<file path="src/rtl/interrupt_sequencer.sv">
// Interrupt entry sequencer: detects an interrupt edge, drains the pipeline, pushes
// the resume PC (high word, low word) and CCR through the stack port, then vectors and acks.
module interrupt_sequencer #(
  parameter logic [31:0] VECTOR_ADDR  = 32'h0000_0000,
  parameter int unsigned DRAIN_CYCLES = 3
) (
  input  logic        clk,
  input  logic        rst,
  input  logic        interrupt,
  input  logic        pipe_busy,
  input  logic [31:0] resume_pc,
  input  logic [2:0]  ccr,
  input  logic        stack_gnt,
  output logic        stack_req,
  output logic        stack_push,
  output logic [15:0] stack_wr_data,
  output logic        freeze,
  output logic        flush_fetch,
  output logic        pc_load,
  output logic [31:0] pc_load_val,
  output logic        ccr_clear,
  output logic        ack,
  output logic        busy
);

  localparam int CW = $clog2(DRAIN_CYCLES) + 1;
  localparam logic [CW-1:0] DRAIN_LAST = CW'(DRAIN_CYCLES - 1);
  localparam logic [CW-1:0] CNT_MAX    = {CW{1'b1}};
  localparam logic [CW-1:0] CNT_ONE    = CW'(1);

  typedef enum logic [2:0] {
    S_IDLE     = 3'd0,
    S_DRAIN    = 3'd1,
    S_PUSH_HI  = 3'd2,
    S_PUSH_LO  = 3'd3,
    S_PUSH_CCR = 3'd4,
    S_VECTOR   = 3'd5,
    S_ACK      = 3'd6
  } state_t;

  state_t          state_q, state_d;
  logic            int_q;
  logic            pending_q, pending_d;
  logic [CW-1:0]   cnt_q, cnt_d;
  logic [31:0]     pc_q, pc_d;
  logic [2:0]      ccr_q, ccr_d;
  logic            rise;

  assign rise = interrupt & ~int_q;

  // State and capture registers with synchronous reset
  always_ff @(posedge clk) begin
    if (rst) begin
      state_q   <= S_IDLE;
      int_q     <= 1'b0;
      pending_q <= 1'b0;
      cnt_q     <= '0;
      pc_q      <= 32'h0000_0000;
      ccr_q     <= 3'b000;
    end else begin
      state_q   <= state_d;
      int_q     <= interrupt;
      pending_q <= pending_d;
      cnt_q     <= cnt_d;
      pc_q      <= pc_d;
      ccr_q     <= ccr_d;
    end
  end

  // Next-state and output decode
  always_comb begin
    state_d       = state_q;
    cnt_d         = cnt_q;
    pc_d          = pc_q;
    ccr_d         = ccr_q;
    // pending holds the one request waiting behind the current service; it is consumed
    // when the service starts, and a rise in that same cycle re-arms it (set wins)
    pending_d     = pending_q | rise;
    stack_req     = 1'b0;
    stack_wr_data = 16'h0000;
    freeze        = 1'b0;
    flush_fetch   = 1'b0;
    pc_load       = 1'b0;
    pc_load_val   = 32'h0000_0000;
    ccr_clear     = 1'b0;
    ack           = 1'b0;
    case (state_q)
      S_IDLE: begin
        cnt_d = '0;
        if (pending_q) begin
          state_d   = S_DRAIN;
          pending_d = rise;
        end else begin
          state_d = S_IDLE;
        end
      end
      S_DRAIN: begin
        freeze      = 1'b1;
        flush_fetch = (cnt_q == '0);
        if ((cnt_q >= DRAIN_LAST) && !pipe_busy) begin
          state_d = S_PUSH_HI;
          pc_d    = resume_pc;
          ccr_d   = ccr;
          cnt_d   = '0;
        end else if (cnt_q != CNT_MAX) begin
          cnt_d = cnt_q + CNT_ONE;
        end else begin
          cnt_d = cnt_q;
        end
      end
      S_PUSH_HI: begin
        freeze        = 1'b1;
        stack_req     = 1'b1;
        stack_wr_data = pc_q[31:16];
        state_d       = stack_gnt ? S_PUSH_LO : S_PUSH_HI;
      end
      S_PUSH_LO: begin
        freeze        = 1'b1;
        stack_req     = 1'b1;
        stack_wr_data = pc_q[15:0];
        state_d       = stack_gnt ? S_PUSH_CCR : S_PUSH_LO;
      end
      S_PUSH_CCR: begin
        freeze        = 1'b1;
        stack_req     = 1'b1;
        stack_wr_data = {13'b0, ccr_q};
        state_d       = stack_gnt ? S_VECTOR : S_PUSH_CCR;
      end
      S_VECTOR: begin
        freeze      = 1'b1;
        pc_load     = 1'b1;
        pc_load_val = VECTOR_ADDR;
        ccr_clear   = 1'b1;
        state_d     = S_ACK;
      end
      S_ACK: begin
        ack     = 1'b1;
        state_d = S_IDLE;
      end
      default: begin
        state_d = S_IDLE;
      end
    endcase
  end

  assign stack_push = stack_req & stack_gnt;
  assign busy       = (state_q != S_IDLE);

endmodule

</file>
<file path="config.mk">
export PLATFORM = sky130hd
export DESIGN_NAME = interrupt_sequencer
export DESIGN_NICKNAME = d
export VERILOG_FILES = /design/src/rtl/interrupt_sequencer.sv
export SDC_FILE = /design/constraint.sdc
export NUM_CORES = 1
export LEC_CHECK = 0
export CAP_MARGIN = 15
export CORE_MARGIN = 4
export CORE_UTILIZATION = 40
export CTS_CLUSTER_DIAMETER = 50
export DETAILED_ROUTE_END_ITERATION = 10
export PLACE_DENSITY = 0.75
export RECOVER_POWER = 50
export SYNTH_ARGS = -nofsm -noshare
export SYNTH_HDL_FRONTEND = slang
export SYNTH_SLANG_ARGS = --single-unit
</file>
<file path="constraint.sdc">
create_clock -name clk -period 2.15 [get_ports clk]
set_clock_uncertainty 0.1 [all_clocks]
set_input_delay 0.43 -clock clk [delete_from_list [all_inputs] [get_ports clk]]
set_output_delay 0.43 -clock clk [all_outputs]
set_load 0.03 [all_outputs]
</file>
Word-level counts from Yosys, hierarchy flattened
Index checks and enable logic that the tools add are counted.
Operators by class
  div/mod/pow operators: 0
  shifts and indexed selects: 0
  magnitude comparators: 1
  $add $sub $neg: 1
  eq/ne operators: 9
  multiplexer cells: 17
  bitwise gates (word level): 4
  reduce and logical (&&, ||, !) cells: 10
  multiply operators: 0
Operators with widths (number)
  $pmux W16 S3: 1
  $pmux W3 S6: 1
  $mux W3: 4
  $mux W1: 10
  $eq A3 B3 Y1 const B: 3
  $eq A3 B2 Y1 const B: 2
  $logic_not A3 Y1: 2
  $ne A3 B3 Y1 const B: 2
  $pmux W3 S2: 1
  $reduce_or A5 Y1: 1
  $reduce_and A2 Y1: 2
  $add A3 B1 Y3 const B: 1
  $eq A3 B1 Y1 const B: 1
  $ge A3 B2 Y1 const B: 1
  $reduce_bool A3 Y1: 1
  $reduce_or A3 Y1: 1
  $and A1 B1 Y1: 2
  $ne A2 B2 Y1 const B: 1
  $reduce_bool A2 Y1: 1
  $logic_and A1 B1 Y1: 1
  $logic_not A1 Y1: 1
  $not A1 Y1: 1
  $or A1 B1 Y1: 1
Word-level totals
  bits in registers: 43
  output and inout port bits: 56
  RAM bits: 0
  input bits: 40
  bits in latches: 0
  logic and storage cells: 48
  memories kept: 0
  ROM bits: 0

Depth between registers and ports, before layout
Gate-level depths: netlist (run 1).
  depth after elaboration: 5
  gate-level depth with buffers: 7
  mapped depth without buffers: 5

Worst setup path after synthesis (run 1)
Ideal clock, no wire load.
  path type: reg2out
  start: register state_q[1]
  end: output port freeze
  required time: 1.620 ns
  buffers on the path: 1
  cell stages (with the launch flop): 4
  path slack: -0.095 ns
  arrival time: 1.715 ns
  cell sequence: dfxtp_1 > clkbuf_1 > or3_1 > a21boi_0
Between the ends
  cells in the longest elaborated chain, start to end: 3
  elaborated cells between the ends (all ways): 7
  classes of those cells: 5 x eq/ne; 1 x mux; 1 x reduce/logical
Ends and longest elaborated chain
  start: declaration: RTL line 41  | state_t state_q, state_d;
  start signal: assignment: RTL line 61  | state_q <= state_d;
  $eq A3 B1 Y1, or another cell as far along: RTL line 87  | case (state_q)
  $reduce_or A5 Y1 (no line) (*)
  $mux W1 (*): RTL line 87
  end: declaration: RTL line 17  | output logic freeze,
Every way passes the cells marked *; elsewhere a longest branch is shown, timed or not.

Worst setup path in the final report (run 1)
  start: register state_q[0]
  end: output port freeze
Same word-level chain as after synthesis.

==> results.toml, run 1 <==
[outcome]
outcome = "finished clean"

[worst_setup_path]
cp-startpoint = "state_q[0]"
crit_path_max_incr_delay_ns = 0.41
crit_path_max_fanout = 9
ff2ff_path_depth = 6
critPathKind = "reg2out"
crit_chain = "buf_4 -> or3_1 -> a21boi_1 -> buf_4"
cp_slowest_cell = "or3_1"
cp-end-kind = "output pin"
critPathRequiredTime_ns = 1.62
cp-start-kind = "flop"
r2r_end = "pc_q[20]"
cp.arrival_ns = 1.54
reg2reg_slack_ns = 0.11
cp.buffers_inverters = 2
cp_common_cell = "buf_4"
critPathTopFamily = "simple AND/OR/NAND/NOR gates"
timing.rr.start = "state_q[2]"

[timing]
hold_violations = 0
fin_crit_sh = 0.963
finalSetupViolations = 0
worst_slack_ns = 0.0789
slew_viol_final = 0
tns_ns = 0
clock.fmax_mhz = 483
min_period_ns = 2.07

[layout]
antenna-diode-count = 0
final_nets = 391
design_area_um2 = 3090
drive_gt1_frac = 0.138
fillers = 596
synthToLayoutAreaGrowth_pct = 27.1

[placed_design]
placed_area_um2 = 2950
gp_congestion = 0.752
pre_cts_slack_ns = 0.254
port_buffers = 63
dp_hpwl_um = 3680

[route]
dr.pass1.iters = 6
vias = 1970
vias_per_cell = 4.66
ant_nets = 0
remaining_drc_errors = 0
wl_per_cell_um = 11.9
postRouteWirelength_um = 5020
drtIter0Drc = 87

[synthesis]
synth_common_cells = "nand2_1 (72), mux2i_1 (48), dfxtp_1 (43)"
yosysSeqAreaShare = 0.355
synth_area_leaders = "dfxtp_1 (35%), mux2i_1 (20%), nand2_1 (11%)"
ys_seq_elements = 43
yosysTopAreaCell = "dfxtp_1"
synth_area_um2 = 2430
synthFlopType = "dfxtp_1"
ys_warn_count = 0
synth_cell_type_count = 38
async_flop_share = 0
synth_edf_count = 0
synth_top_area_frac = 0.355
synthCells = 285
synth.most_common_cell = "nand2_1"
syn_avg_cell_area_um2 = 8.52

[floorplanning]
core_um2 = 5920
ios = 96
die_area_um2 = 7380
initial_core_util = 0.410
fp.dieH_um = 85.9
rows = 28
fp.dieW_um = 85.9

[cts]
clk_pin_slew_ns = 0.08
cts_buffers = 5
cts_root_buffer = "clkbuf_8"
h-tree-depth = 2
cts_num_sinks = 43
clock_tree.buffer_depth = 2
cts-hold-fix-buffers = 0
cts_tree = "built"
insertion_delay_ns = 0.29

[pwr]
irDropWorstVdd_mv = 0.318
power.density_nw_per_um2 = 584
p_leak_nw = 1.22

[worst_hold_path]
min_path_type = "reg2reg"
hold_depth = 2
holdPathEnd = "pc_q[22]"
worstHoldStart = "pc_q[22]"

[run]
drv_cap = 0

[global_routing]
grt_max_degree = 50
antenna_found_initial = 0
grt_pass1_vias = 1890
grt_usage = 0.135
grt_overflow_total = 0
grt_pass1_wl_um = 8120
## flip-flops by register name, indices dropped and copies added (netlist names)
register / count
int_q: 1
pending_q: 1
ccr_q: 3
pc_q: 32
cnt_q: 3
state_q: 3
## layer usage
metal  part of all wire  up-vias  GRT usage  wire length (um)
met5                  0        -          0                 0
met4             0.0070        0     0.0345                35
met3              0.070        4     0.0346               353
met2               0.49       63      0.242              2440
met1               0.44      903      0.159              2190
li1                   -     1000          -                 -
## placed cells by master, fill, tap and decap left out, types with 2 or more instances in the layout
cell | synthesis | layout
inv_1 | 5 | 4
bufinv_16 | 0 | 2
or3_1 | 2 | 2
nor2_1 | 17 | 17
and2_1 | 2 | 2
nor2b_1 | 5 | 5
nand2_1 | 72 | 72
dfxtp_1 | 43 | 43
buf_6 | 1 | 2
ha_1 | 4 | 4
o21ai_1 | 3 | 3
nor3_1 | 2 | 2
a21oi_1 | 4 | 4
nand3_1 | 4 | 4
conb_1 | 1 | 32
mux2i_1 | 48 | 48
dlygate4sd2_1 | 0 | 2
buf_4 | 34 | 29
dlygate4sd3_1 | 0 | 2
clkdlybuf4s50_1 | 0 | 37
clkbuf_8 | 0 | 5
a22oi_1 | 3 | 3
a32o_1 | 2 | 2
## cell type report
type | instances | area (um2) | area share
Multi-Input combinational cell | 216 | 1290 | 0.418
Inverter | 5 | 18.8 | 0.00608
Clock inverter | 3 | 67.6 | 0.0219
Sequential cell | 43 | 861 | 0.279
Clock buffer | 5 | 68.8 | 0.0223
Timing Repair Buffer | 76 | 684 | 0.222
Tap cell | 75 | 93.8 | 0.0304
## per-stage QoR
stage / utilization / hold WS (ns) / total power, W / std cells
after floorplan: - / 0.334 / 0.00102 / 316
after global placement: 0.498 / 0.341 / 0.00108 / 413
after detailed placement: 0.498 / 0.347 / 0.00108 / 413
after CTS: 0.522 / 0.360 / 0.00182 / 421
after global routing: 0.521 / 0.378 / 0.00187 / 423
final: 0.521 / 0.358 / 0.00180 / 423
## worst min-delay path: cells and delay by family (launching register included)
| family | cells | cell delay, ns |
|---|---|---|
| and+or+nand+nor | 1 | 0.05 |
| DFF | 1 | 0.32 |
| muxes | 1 | 0.05 |
## cells by family after synthesis
logic type	count (synthesis)	synth area share
adders and majority gates	4	0.0206
and+or+nand+nor	109	0.190
other	1	0.00154
muxes	49	0.203
buffers and inverters	57	0.164
AOI/OAI and AO/OA	22	0.0660
DFF	43	0.355
## worst max path at each step
stage,endpoint,slack (ns),cells after the start
final,freeze,0.08,4
after global routing,stack_wr_data[13],-0.001,5
after CTS,flush_fetch,0.03,4
after detailed placement,pc_q[6],0.25,4
after global placement,stack_push,0.29,3
after floorplan,flush_fetch,0.03,3
## report_power, final
group	internal (W)	total (W)	switching (W)
combinational	0.000107	0.000263	0.000155
sequential	0.000800	0.000804	0.00000330
clock	0.000463	0.000735	0.000272
total	0.00137	0.00180	0.000430
## repair_timing
| item | CTS | global route |
|---|---|---|
| pin swaps | 0 | 1 |
| buffers inserted | 0 | 2 |
| endpoints found under the setup margin | 16 | 4 |
| resized for setup | 4 | 1 |
Power figures use the tool's default switching activity.
==> run 2: changes to the inputs <==
Settings changed: CORE_UTILIZATION 40 to 35, PLACE_DENSITY 0.75 to 0.67.
==> run 2 against run 1 <==
Against the previous run:
- worst setup slack better by 0.012 ns
- design area is 2.4% lower
- critical path depth stayed put
- sequential power hardly changed
- first-iteration DRC count is 24% lower
- total power is 14% lower
- register-to-register slack better by 0.06 ns
- combinational power is 4% lower
- wire length is 1.5% higher
- largest power group unchanged
==> results.toml, run 2 (synthesis gave the netlist of run 1 again) <==
[pwr]
irDropWorstVdd_mv = 0.231
p_leak_nw = 1.18
power.density_nw_per_um2 = 516
power.total_w = 0.00155

[worst_setup_path]
ff2ff_path_depth = 6
timing.rr.start = "state_q[2]"
crit_chain = "buf_4 -> or3b_4 -> nor3b_2 -> buf_4"
cp_slowest_cell = "or3b_4"
reg2reg_slack_ns = 0.17
crit_path_max_fanout = 10
critPathCapture = "flush_fetch"
crit_path_max_incr_delay_ns = 0.42
cp.arrival_ns = 1.53
cp-startpoint = "state_q[2]"
critPathRequiredTime_ns = 1.62
cp_common_cell = "buf_4"
r2r_end = "pc_q[7]"
cp-start-kind = "flop"
cp-end-kind = "output pin"
critPathKind = "reg2out"

[layout]
design_area_um2 = 3010
top_register = "pc_q"
drive_gt1_frac = 0.128
final_nets = 388
mostFrequentLayoutCell = "nand2_1"
synthToLayoutAreaGrowth_pct = 24.0
fin_util = 0.446
antenna-diode-count = 0
largest_register_ffs = 32
fillers = 668
final_cell_mix = "nand2_1 (72), mux2i_1 (48), dfxtp_1 (43)"

[placed_design]
placed_area_um2 = 2940
dp_hpwl_um = 3820
gp_congestion = 0.760
port_buffers = 63

[cts]
cts_num_sinks = 43
insertion_delay_ns = 0.29
clk_pin_slew_ns = 0.08
clock_tree.buffer_depth = 2
cts-hold-fix-buffers = 0
cts_buffers = 5
h-tree-depth = 2
cts_root_buffer = "clkbuf_8"
cts_tree = "built"

[global_routing]
antenna_found_initial = 0
grt_pass1_wl_um = 8450
grt_pass1_vias = 1842
grt_usage = 0.122
grt_overflow_total = 0
grt_max_degree = 53

[route]
wl_per_cell_um = 12.0
remaining_drc_errors = 0
postRouteWirelength_um = 5090
drtIter0Drc = 66
vias_per_cell = 4.56
dr.pass1.iters = 4
vias = 1939
ant_nets = 0

[timing]
finalSetupViolations = 0
rsz0062_at_grt = "no"
min_period_ns = 2.06
tns_ns = 0
hold_violations = 0
fin_crit_sh = 0.957
slew_viol_final = 0
clock.fmax_mhz = 486
maxSlewHeadroom = 0.648
worst_pin_slew_ns = 0.528

[run]
drv_cap = 0

[floorplanning]
ios = 96
fp.dieW_um = 91.3
die_area_um2 = 8330
core_um2 = 6760
fp.dieH_um = 91.3
rows = 30
initial_core_util = 0.359

[worst_hold_path]
min_path_type = "reg2reg"

[outcome]
outcome = "finished clean"
run 2: per-stage QoR:
stage | setup slack [ns] | std cells | hold WS (ns)
finish | 0.0914 | 425 | 0.358
detailed placement | 0.260 | 416 | 0.349
global route | 0.0191 | 425 | 0.382
CTS | 0.00975 | 424 | 0.362
global placement | 0.284 | 416 | 0.343
floorplan | 0.0319 | 316 | 0.334
run 2: cell type report:
cell class,count,area [um2],area share
multi-input cells,216,1290,0.429
flip-flops and latches,43,861,0.286
repair buffers,73,654,0.217
well taps,80,100,0.0333
clock buffers,6,72.6,0.0241
inverters,5,18.8,0.00623
clock inverters,2,12.5,0.00416
run 2: worst max-delay path, delay by kind of cell (launching register included):
kind / cells / cell delay, ns
flops: 1 / 0.32
simple gates: 2 / 0.58
buf+inv: 2 / 0.34
run 2: worst min path at each step:
stage,to,from,cells past startpoint
2_1_floorplan,pc_q[19],pc_q[19],2
3_3_place_gp,pc_q[15],pc_q[15],2
3_5_place_dp,pc_q[25],pc_q[25],2
4_1_cts,pc_q[25],pc_q[25],2
5_1_grt,ccr_q[2],ccr_q[2],2
6_report,pc_q[25],pc_q[25],2
run 2: report_power, final:
part	switching [W]	internal [W]	leakage, nW
sequential	0.00000324	0.000801	0.347
clock	0.000270	0.000227	0.0412
combinational	0.000153	0.000100	0.793
total	0.000426	0.00113	1.18
run 2: layer usage:
metal  vias up  GRT usage  wire length [um]
met5         -          0                 0
li1        995          -                 -
met1       868      0.155              2350
met3         5     0.0381               395
met2        71      0.199              2290
met4         0     0.0377                60
run 2: timing repair:
action,in CTS,in global routing
buffers inserted,0,1
gates cloned,0,0
endpoints found under the setup margin,3,14
gates resized for setup,3,1
pin swaps,0,2
==> run 3: changes to the inputs <==
Settings changed: CORE_MARGIN 4 to default.
==> run 3 against run 2 <==
Against the previous run:
- clock power increased by 33%
- global-route usage increased by 1.5 points
- worst hold slack got worse by 0.00095 ns
- critical path type unchanged
- largest cell class unchanged
- critical path depth unchanged
- sequential share of layout area decreased by 0.37 points
- worst setup slack got worse by 0.057 ns
- wire length decreased by 2.9%
- combinational power about the same
- final cell count decreased by 0.24%
==> results.toml, run 3 (synthesis gave the netlist of run 1 again) <==
[timing]
slew_viol_final = 0
hold_violations = 0
fin_hold_ws_ns = 0.357
tns_ns = 0
maxSlewHeadroom = 0.619
worst_pin_slew_ns = 0.558
clock.fmax_mhz = 473
fin_crit_sh = 0.984
finalSetupViolations = 0
rsz0062_at_grt = "yes"
min_period_ns = 2.12

[pwr]
power.density_nw_per_um2 = 563
p_int_w = 0.00129
comb_power_share = 0.148
irDropWorstVdd_mv = 0.288
switchingPower_w = 0.000437
power_frac_clock = 0.384
p_leak_nw = 1.21
switching_share = 0.254
pwr-share-seq = 0.468

[worst_setup_path]
ff2ff_path_depth = 6
cp_slowest_cell = "or3b_4"
cp_common_cell = "buf_4"
reg2reg_slack_ns = 0.14
cp.arrival_ns = 1.59
critPathTopFamily = "simple AND/OR/NAND/NOR gates"
crit_path_max_incr_delay_ns = 0.42
critPathKind = "reg2out"
critPathRequiredTime_ns = 1.62
r2r_end = "pc_q[23]"
crit_path_max_fanout = 8
timing.rr.start = "state_q[1]"
cp-startpoint = "state_q[1]"
cp.buffers_inverters = 2
crit_chain = "buf_4 -> or3b_4 -> nor3b_2 -> buf_4"
cp-end-kind = "output pin"
cp-start-kind = "flop"

[layout]
mostFrequentLayoutCell = "nand2_1"
synthToLayoutAreaGrowth_pct = 26.0
antenna-diode-count = 0
drive_gt1_frac = 0.138
largest_register_ffs = 32
final_cell_mix = "nand2_1 (72), mux2i_1 (48), dfxtp_1 (41)"
design_area_um2 = 3060
final_nets = 390
top_register = "pc_q"
fin_util = 0.468

[route]
remaining_drc_errors = 0
ant_nets = 0
dr.pass1.iters = 4
vias_per_cell = 4.63
wl_per_cell_um = 11.6
postRouteWirelength_um = 4940
drtIter0Drc = 86
vias = 1965

[cts]
cts_num_sinks = 43
cts_root_buffer = "clkbuf_8"
clock_tree.buffer_depth = 2
clk_pin_slew_ns = 0.08
insertion_delay_ns = 0.29
h-tree-depth = 2
cts-hold-fix-buffers = 0
cts_tree = "built"
cts_buffers = 5

[global_routing]
antenna_found_initial = 0
grt_usage = 0.138
grt_pass1_wl_um = 8060
grt_overflow_total = 0
grt_pass1_vias = 1828
grt_max_degree = 53

[placed_design]
dp_hpwl_um = 3450
port_buffers = 63
gp_congestion = 0.744
placed_area_um2 = 2940

[floorplanning]
die_area_um2 = 7270
ios = 96
core_um2 = 6530
initial_core_util = 0.372
fp.dieH_um = 85.3
rows = 29
fp.dieW_um = 85.3

[run]
drv_cap = 0

[outcome]
outcome = "finished clean"

[worst_hold_path]
hold_depth = 2
min_path_type = "reg2reg"
holdPathEnd = "pc_q[12]"
worstHoldStart = "pc_q[12]"
## run 3: cell types whose count changed in the layout (fill, tap and decap cells not counted), sizes merged
cell      delta
clkinv       -1
inv          +1
bufinv       +1
buf          +2
clkinvlp     -1
## run 3: repair_timing
item                       in CTS  in global routing
setup endpoints to repair      16                  2
gates resized for setup         6                  1
pin swaps                       1                  1
setup buffers                   0                  2
## run 3: stage by stage
step           std cells  worst slack, ns  total power (W)
2_1_floorplan        316           0.0319          0.00102
3_3_place_gp         414            0.239          0.00108
3_5_place_dp         414            0.197          0.00108
4_1_cts              422          0.00886          0.00175
5_1_grt              424          -0.0122          0.00180
6_report             424           0.0347          0.00172
## run 3: worst max path at each step
stage	endpoint	cells after the start
4_1_cts	flush_fetch	4
3_3_place_gp	cnt_q[1]	4
3_5_place_dp	stack_wr_data[6]	4
2_1_floorplan	flush_fetch	3
5_1_grt	flush_fetch	4
6_report	flush_fetch	4
## run 3: worst reg2reg max path: stages, from the launching register on
cell and delay [ns]:
dfxtp_2 0.35, buf_4 0.16, or3b_4 0.42, buf_4 0.15
nor3_2 0.22, buf_12 0.28, mux2i_1 0.26
## run 3: final cells by class
| type | instances | area, um2 |
|---|---|---|
| Fill cell | 651 | 3470 |
| Multi-Input combinational cell | 216 | 1290 |
| Sequential cell | 43 | 863 |
| Timing Repair Buffer | 75 | 669 |
| Tap cell | 77 | 96.3 |
| Clock buffer | 6 | 82.6 |
| Clock inverter | 2 | 38.8 |
| Inverter | 5 | 18.8 |
## run 3: power groups by stage
stage	clock network, W	registers [W]	logic [W]
after floorplan	0	0.000821	0.000201
after global placement	0	0.000824	0.000258
after detailed placement	0	0.000824	0.000258
after CTS	0.000689	0.000805	0.000259
after global routing	0.000717	0.000806	0.000276
final	0.000661	0.000805	0.000256
## run 3: layer usage
layer / vias up / part of all wire / track usage
met5: - / 0 / 0
met4: 0 / 0.0049 / 0.0318
met2: 69 / 0.45 / 0.232
met1: 893 / 0.47 / 0.171
met3: 4 / 0.066 / 0.0447
li1: 999 / - / -
